File: src/rtl/ball_engine.sv
// Pong ball engine: position, bounces, paddle hits, misses,
// score pulses and the serve/move/scored state machine.
module ball_engine #(
  parameter int SCREEN_W         = 640,
  parameter int SCREEN_H         = 480,
  parameter int BALL_SIZE        = 8,
  parameter int PADDLE_H         = 48,
  parameter int PADDLE_W         = 8,
  parameter int PADDLE_X_LEFT    = 16,
  parameter int PADDLE_X_RIGHT   = 616,
  parameter int TICK_DIV         = 833333,
  parameter int SERVE_DELAY      = 60,
  parameter int SPEED_INIT       = 1,
  parameter int SPEED_MAX        = 4,
  parameter int HITS_PER_SPEEDUP = 4
) (
  input  logic        clk,
  input  logic        reset,
  input  logic [9:0]  left_paddle_y,
  input  logic [9:0]  right_paddle_y,
  input  logic        pause,
  output logic [10:0] ball_pos_x,
  output logic [10:0] ball_pos_y,
  output logic        score_left,
  output logic        score_right,
  output logic [2:0]  speed,
  output logic [7:0]  hit_count,
  output logic        serving
);

  typedef enum logic [1:0] {SERVE, MOVE, SCORED} state_t;

  localparam int CW = (TICK_DIV > 1) ? $clog2(TICK_DIV) : 1;
  localparam logic [CW-1:0] TMAX = CW'(TICK_DIV - 1);
  localparam logic [CW-1:0] TONE = CW'(1);
  localparam logic [10:0] CX = 11'((SCREEN_W - BALL_SIZE) / 2);
  localparam logic [10:0] CY = 11'((SCREEN_H - BALL_SIZE) / 2);
  localparam logic [2:0] S_INIT = 3'(SPEED_INIT);
  localparam logic [2:0] S_MAX = 3'(SPEED_MAX);
  localparam logic signed [11:0] BS = 12'(BALL_SIZE);
  localparam logic signed [11:0] SW = 12'(SCREEN_W);
  localparam logic signed [11:0] SH = 12'(SCREEN_H);
  localparam logic signed [11:0] PH = 12'(PADDLE_H);
  localparam logic signed [11:0] LX = 12'(PADDLE_X_LEFT + PADDLE_W);
  localparam logic signed [11:0] RX = 12'(PADDLE_X_RIGHT);
  localparam logic signed [11:0] RXB = 12'(PADDLE_X_RIGHT - BALL_SIZE);
  localparam logic signed [11:0] YB = 12'(SCREEN_H - BALL_SIZE);

  state_t state_q, state_d;
  logic [CW-1:0] tcnt_q, tcnt_d;
  logic [15:0] scnt_q, scnt_d;
  logic [10:0] x_q, x_d, y_q, y_d;
  logic dl_q, dl_d, du_q, du_d;
  logic [2:0] spd_q, spd_d;
  logic [7:0] hc_q, hc_d;
  logic sl_q, sl_d, sr_q, sr_d;

  logic tick;
  logic signed [11:0] xs, ys, sp, nx, ny, lp, rp;
  logic ovl_l, ovl_r, hit_l, hit_r, miss_l, miss_r;
  logic hit, miss, speedup, serve_done;
  logic [7:0] hc_inc;

  assign tick = (tcnt_q == TMAX);
  assign xs = $signed({1'b0, x_q});
  assign ys = $signed({1'b0, y_q});
  assign sp = $signed({9'd0, spd_q});
  assign lp = $signed({2'd0, left_paddle_y});
  assign rp = $signed({2'd0, right_paddle_y});
  assign nx = dl_q ? xs - sp : xs + sp;
  assign ny = du_q ? ys - sp : ys + sp;

  assign ovl_l = (ys + BS > lp) && (ys < lp + PH);
  assign ovl_r = (ys + BS > rp) && (ys < rp + PH);
  assign hit_l = dl_q && (xs >= LX) && (nx <= LX) && ovl_l;
  assign hit_r = !dl_q && (xs + BS <= RX) && (nx + BS >= RX) && ovl_r;
  assign miss_l = dl_q && (nx <= 12'sd0);
  assign miss_r = !dl_q && (nx + BS >= SW);
  assign hit = hit_l || hit_r;
  assign miss = !hit && (miss_l || miss_r);

  assign hc_inc = (hc_q == 8'hff) ? hc_q : hc_q + 8'd1;
  assign speedup =
    (32'(hc_inc) % 32'(HITS_PER_SPEEDUP)) == 32'd0;
  assign serve_done =
    (32'(scnt_q) + 32'd1) >= 32'(SERVE_DELAY);

  always_comb begin
    state_d = state_q;
    tcnt_d  = tcnt_q;
    scnt_d  = scnt_q;
    x_d     = x_q;
    y_d     = y_q;
    dl_d    = dl_q;
    du_d    = du_q;
    spd_d   = spd_q;
    hc_d    = hc_q;
    sl_d    = 1'b0;
    sr_d    = 1'b0;
    if (!pause) begin
      tcnt_d = tick ? '0 : tcnt_q + TONE;
      unique case (state_q)
        SERVE: begin
          x_d = CX;
          y_d = CY;
          if (tick) begin
            scnt_d = scnt_q + 16'd1;
            if (serve_done) begin
              state_d = MOVE;
              scnt_d  = '0;
            end
          end
        end
        MOVE: if (tick) begin
          if (hit_l) begin
            x_d  = LX[10:0];
            dl_d = 1'b0;
          end else if (hit_r) begin
            x_d  = RXB[10:0];
            dl_d = 1'b1;
          end else if (miss_l) begin
            sr_d    = 1'b1;
            state_d = SCORED;
          end else if (miss_r) begin
            sl_d    = 1'b1;
            state_d = SCORED;
          end else begin
            x_d = nx[10:0];
          end
          // a miss freezes the ball where it was; centre comes next
          if (!miss) begin
            if (ny <= 12'sd0) begin
              y_d  = '0;
              du_d = 1'b0;
            end else if (ny + BS >= SH) begin
              y_d  = YB[10:0];
              du_d = 1'b1;
            end else begin
              y_d = ny[10:0];
            end
          end
          if (hit) begin
            hc_d = hc_inc;
            if (speedup && spd_q < S_MAX)
              spd_d = spd_q + 3'd1;
          end
        end
        SCORED: begin
          // dir_x is kept: it already points at the conceding side
          x_d     = CX;
          y_d     = CY;
          spd_d   = S_INIT;
          hc_d    = '0;
          scnt_d  = '0;
          state_d = SERVE;
        end
        default: state_d = SERVE;
      endcase
    end
  end

  always_ff @(posedge clk or negedge reset) begin
    if (!reset) begin
      state_q <= SERVE;
      tcnt_q  <= '0;
      scnt_q  <= '0;
      x_q     <= CX;
      y_q     <= CY;
      dl_q    <= 1'b0;
      du_q    <= 1'b0;
      spd_q   <= S_INIT;
      hc_q    <= '0;
      sl_q    <= 1'b0;
      sr_q    <= 1'b0;
    end else begin
      state_q <= state_d;
      tcnt_q  <= tcnt_d;
      scnt_q  <= scnt_d;
      x_q     <= x_d;
      y_q     <= y_d;
      dl_q    <= dl_d;
      du_q    <= du_d;
      spd_q   <= spd_d;
      hc_q    <= hc_d;
      sl_q    <= sl_d;
      sr_q    <= sr_d;
    end
  end

  assign ball_pos_x  = x_q;
  assign ball_pos_y  = y_q;
  assign score_left  = sl_q;
  assign score_right = sr_q;
  assign speed       = spd_q;
  assign hit_count   = hc_q;
  assign serving     = (state_q == SERVE);

endmodule

File: config.mk
export PLATFORM = sky130hd
export DESIGN_NAME = ball_engine
export DESIGN_NICKNAME = d
export VERILOG_FILES = /design/src/rtl/ball_engine.sv
export SDC_FILE = /design/constraint.sdc
export NUM_CORES = 1
export LEC_CHECK = 0
export BUFFER_PORTS_ARGS = -buffer_cell sky130_fd_sc_hd__buf_2
export CELL_PAD_IN_SITES_DETAIL_PLACEMENT = 1
export CELL_PAD_IN_SITES_GLOBAL_PLACEMENT = 2
export CORE_ASPECT_RATIO = 0.7
export CORE_MARGIN = 4
export CORE_UTILIZATION = 32
export DETAILED_ROUTE_END_ITERATION = 8
export PLACE_DENSITY = 0.73
export SETUP_SLACK_MARGIN = 0.5
export SYNTH_ARGS = -nofsm -noshare
export SYNTH_HDL_FRONTEND = slang
export SYNTH_SLANG_ARGS = --single-unit
File: constraint.sdc
create_clock -name clk -period 4.1 [get_ports clk]
set_input_delay 0.41 -clock clk [delete_from_list [all_inputs] [get_ports clk]]
set_output_delay 0.41 -clock clk [all_outputs]
set_load 0.03 [all_outputs]
==> qor.yml <==
combPwrFrac_pct: 18.5
grt.overflow.total: 0
place_congestion: 0.857
arrival_ns: 4.67
postPlaceCellArea_um2: 8460
slowest_stage: "dfstp_2"
synth_cell_type_count: 84
drt_first_iter_violations: 305
reg2reg_to: "hit_count[2]$_DFFE_PN0P_"
synthCells: 806
setup.worst_path.start: "speed[0]$_DFFE_PN1P_"
die_x_um: 183
critPathMaxFanout: 7
syn_area_per_cell_um2: 8.53
vias: 6916
track_usage_pct: 20.3
synth_nets: 906
p_leak_nw: 4.37
pwr-share-seq_pct: 40.1
worst_pin_slew_ns: 1.02
final_common_cell: "buf_4"
grt_pass1_wl_um: 38900
critPathMaxStageDelay_ns: 0.54
drt-pass1-iter-count: 5
grt_pass1_vias: 7186
grt_max_degree: 76
power_mw: 1.98
ir_worst_vdd_mv: 0.198
maxCapViolations: 0
finalCritPeriodShare_pct: 108
p_sw_share_pct: 29.0
fin_ws_ns: -0.341
yosys_warnings: 0
switching_power_mw: 0.573
clkSlewWorstSetupHoldPaths_ns: 0.06
setup_violations: 38
crit_path_end_kind: "register"
power.density_nw_per_um2: 217
floorplan.initialDensity_pct: 32.9
skew_ns: 0.00995
fillCellCount: 2511
grt.busiest_layer: "met2"
r2r_cells: 18
cts_root_buf: "clkbuf_16"
synth-main-ff-cell: "dfrtp_1"
dieArea_um2: 23900
synth-edff-count: 0
cts.sink_count: 75
dieHeight_um: 131
cp-start-kind: "register"
nets: 1097
max_freq_mhz: 225
htree_num_levels: 3
pwr-share-clk_pct: 41.5
met1_usage_pct: 30.1
syn_area_um2: 6870
dp_hpwl_um: 19200
cts_buffers: 9
r2r_slack_ns: -0.34
antenna_found_initial: 0
drc: 0
tritoncts: "yes"
layout_common_cells: "buf_4, ha_1, nor2_1"
outcome: "complete, but fails checks"
ctsLongestPathBuffers: 2
ys_ff_latch: 75
drive_gt1_share_pct: 31.3
worstPathCellList: "inv_2, ha_4, ha_4, mux2i_1, ha_1, a211oi_2, buf_4, nor3_2, a211oi_4, and4b_2, nand3_2, or4_4, a21oi_4, o31a_4, o211ai_1, buf_4, a22o_1, mux2_4"
p_int_mw: 1.40
final_max_slew_viol_count: 0
critPathCapture: "hit_count[2]$_DFFE_PN0P_"
relSlewSlack_pct: 31.9
hold_viol_final: 0
wl_per_cell_um: 18.9
core.rowCount: 44
place_inst: 1252
io_pins: 59
period_minus_slack_ns: 4.44
area_growth_pct: 32.4
violations: "setup timing"
worstHoldPathType: "in2async"
grtUsageMet3_pct: 3.18
ant_nets: 0
path_class: "reg2reg"
fin_area_um2: 9100
antenna_cells: 0
final_cell_count_no_fill: 1278
use_met2_pct: 31.6
rsz0062_at_grt: "yes"
critPathRequiredTime_ns: 4.33
wl_um: 24100
insertion_delay_ns: 0.35
vias_per_cell: 5.41
synthArstFlopShare_pct: 100
yosysSeqAreaShare_pct: 27.5
io_buffers: 58
core_um2: 20900
reg2reg_from: "speed[0]$_DFFE_PN1P_"
-- state kept, by name (all words and copies together), names as in the netlist --
| signal | count |
|---|---|
| tcnt_q | 20 |
| scnt_q | 16 |
| ball_pos_x | 11 |
| ball_pos_y | 11 |
| hit_count | 8 |
| speed | 3 |
| state_q | 2 |
| dl_q | 1 |
| du_q | 1 |
| score_left | 1 |
| score_right | 1 |
-- logic make-up (layout without fill, tap and decap cells) --
family / Yosys count / after routing / synth area share (%)
AO/OA/AOI/OAI: 228 / 228 / 23.9
XOR/XNOR: 49 / 49 / 6.35
adder cells (fa/ha/maj): 77 / 77 / 14.2
buffers and inverters: 75 / 271 / 4.39
flip-flops: 75 / 75 / 27.5
multiplexers: 17 / 17 / 2.66
AND/OR/NAND/NOR: 285 / 285 / 20.9
-- final cells by class --
cell class	count	area (µm²)	area share [%]
Clock inverter	7	75.1	0.825
Sequential cell	75	1890	20.8
Clock buffer	9	225	2.48
Timing Repair Buffer	195	1360	14.9
Inverter	60	225	2.48
Tap cell	276	345	3.80
Multi-Input combinational cell	656	4980	54.7
-- synth_stat cells, types with 3 or more instances --
cell | number | area (µm²)
a22o_1 | 5 | 43.8
or3_1 | 4 | 25.0
a31oi_1 | 9 | 56.3
o2111ai_1 | 3 | 26.3
and2_1 | 3 | 18.8
nor2_1 | 67 | 251
dfstp_2 | 11 | 289
and3_1 | 16 | 100
mux2_2 | 10 | 113
buf_2 | 4 | 20.0
xnor2_1 | 25 | 219
nand3_1 | 45 | 225
or2_2 | 9 | 56.3
o21ai_1 | 11 | 55.1
nand2_1 | 49 | 184
nor2b_1 | 21 | 131
xor2_1 | 23 | 201
o211a_1 | 3 | 30.0
o31ai_2 | 4 | 50.1
o31a_1 | 3 | 26.3
a21oi_1 | 39 | 195
inv_1 | 59 | 221
nand4_1 | 11 | 68.8
o21ai_0 | 51 | 255
a211o_1 | 3 | 26.3
a2111o_1 | 3 | 33.8
o211ai_1 | 12 | 90.1
o21a_1 | 5 | 37.5
ha_1 | 75 | 938
a21o_1 | 11 | 82.6
a211oi_1 | 8 | 60.1
mux2i_1 | 7 | 70.1
nor3_1 | 22 | 110
clkbuf_1 | 8 | 30.0
nor4_1 | 11 | 68.8
o31ai_1 | 18 | 135
a22oi_1 | 3 | 22.5
dfrtp_1 | 64 | 1600
nand2b_1 | 12 | 75.1
-- worst min-delay path by stage --
stage,slack (ns),cells after the start,endpoint,start
floorplan,0.11,0,ball_pos_x[0]$_DFFE_PN0P_,reset
global placement,0.48,1,scnt_q[15]$_DFFE_PN0P_,scnt_q[15]$_DFFE_PN0P_
detailed placement,0.49,1,scnt_q[15]$_DFFE_PN0P_,scnt_q[15]$_DFFE_PN0P_
CTS,0.27,1,tcnt_q[5]$_DFFE_PN0N_,reset
global route,0.32,1,tcnt_q[10]$_DFFE_PN0N_,reset
finish,0.23,1,tcnt_q[10]$_DFFE_PN0N_,reset
-- power groups by stage --
stage	Combinational [mW]	Clock, mW	Sequential [mW]
6_report	0.365	0.820	0.792
3_5_place_dp	0.351	0	0.805
3_3_place_gp	0.334	0	0.802
5_1_grt	0.408	0.881	0.796
4_1_cts	0.360	0.849	0.792
2_1_floorplan	0.193	0	0.803
-- critical path, delay by kind of cell (launching register included) --
kind / cells / cell delay (ns)
AOI/OAI and AO/OA: 6 / 1.31
and+or+nand+nor: 4 / 0.93
adders and majority gates: 3 / 0.70
DFF: 1 / 0.54
buffers and inverters: 3 / 0.42
muxes: 2 / 0.41
-- repair_timing --
action                     4_1_cts  5_1_grt
resized for setup               40       22
pin swaps                        7        7
hold buffers                     0        0
setup endpoints to repair       39       39
setup buffers                    5        4
cloned                           1        0
-- routing by layer --
layer / share of wire (%) / vias to the layer above
met1: 52 / 3437
met5: 0 / -
met4: 1.2 / 0
li1: - / 3342
met2: 43 / 115
met3: 3.6 / 22
-- through the flow --
stage               hold WS [ns]  setup slack [ns]  utilization, %  TNS [ns]
global placement           0.480            -0.343            40.5    -10.14
floorplan                  0.114            -0.332               -     -6.15
finish                     0.228            -0.341            43.5     -9.68
CTS                        0.266            -0.264            42.9     -6.28
global route               0.324            -0.517            43.5    -16.74
detailed placement         0.493            -0.403            40.5    -11.21
Power figures use the tool's default switching activity.
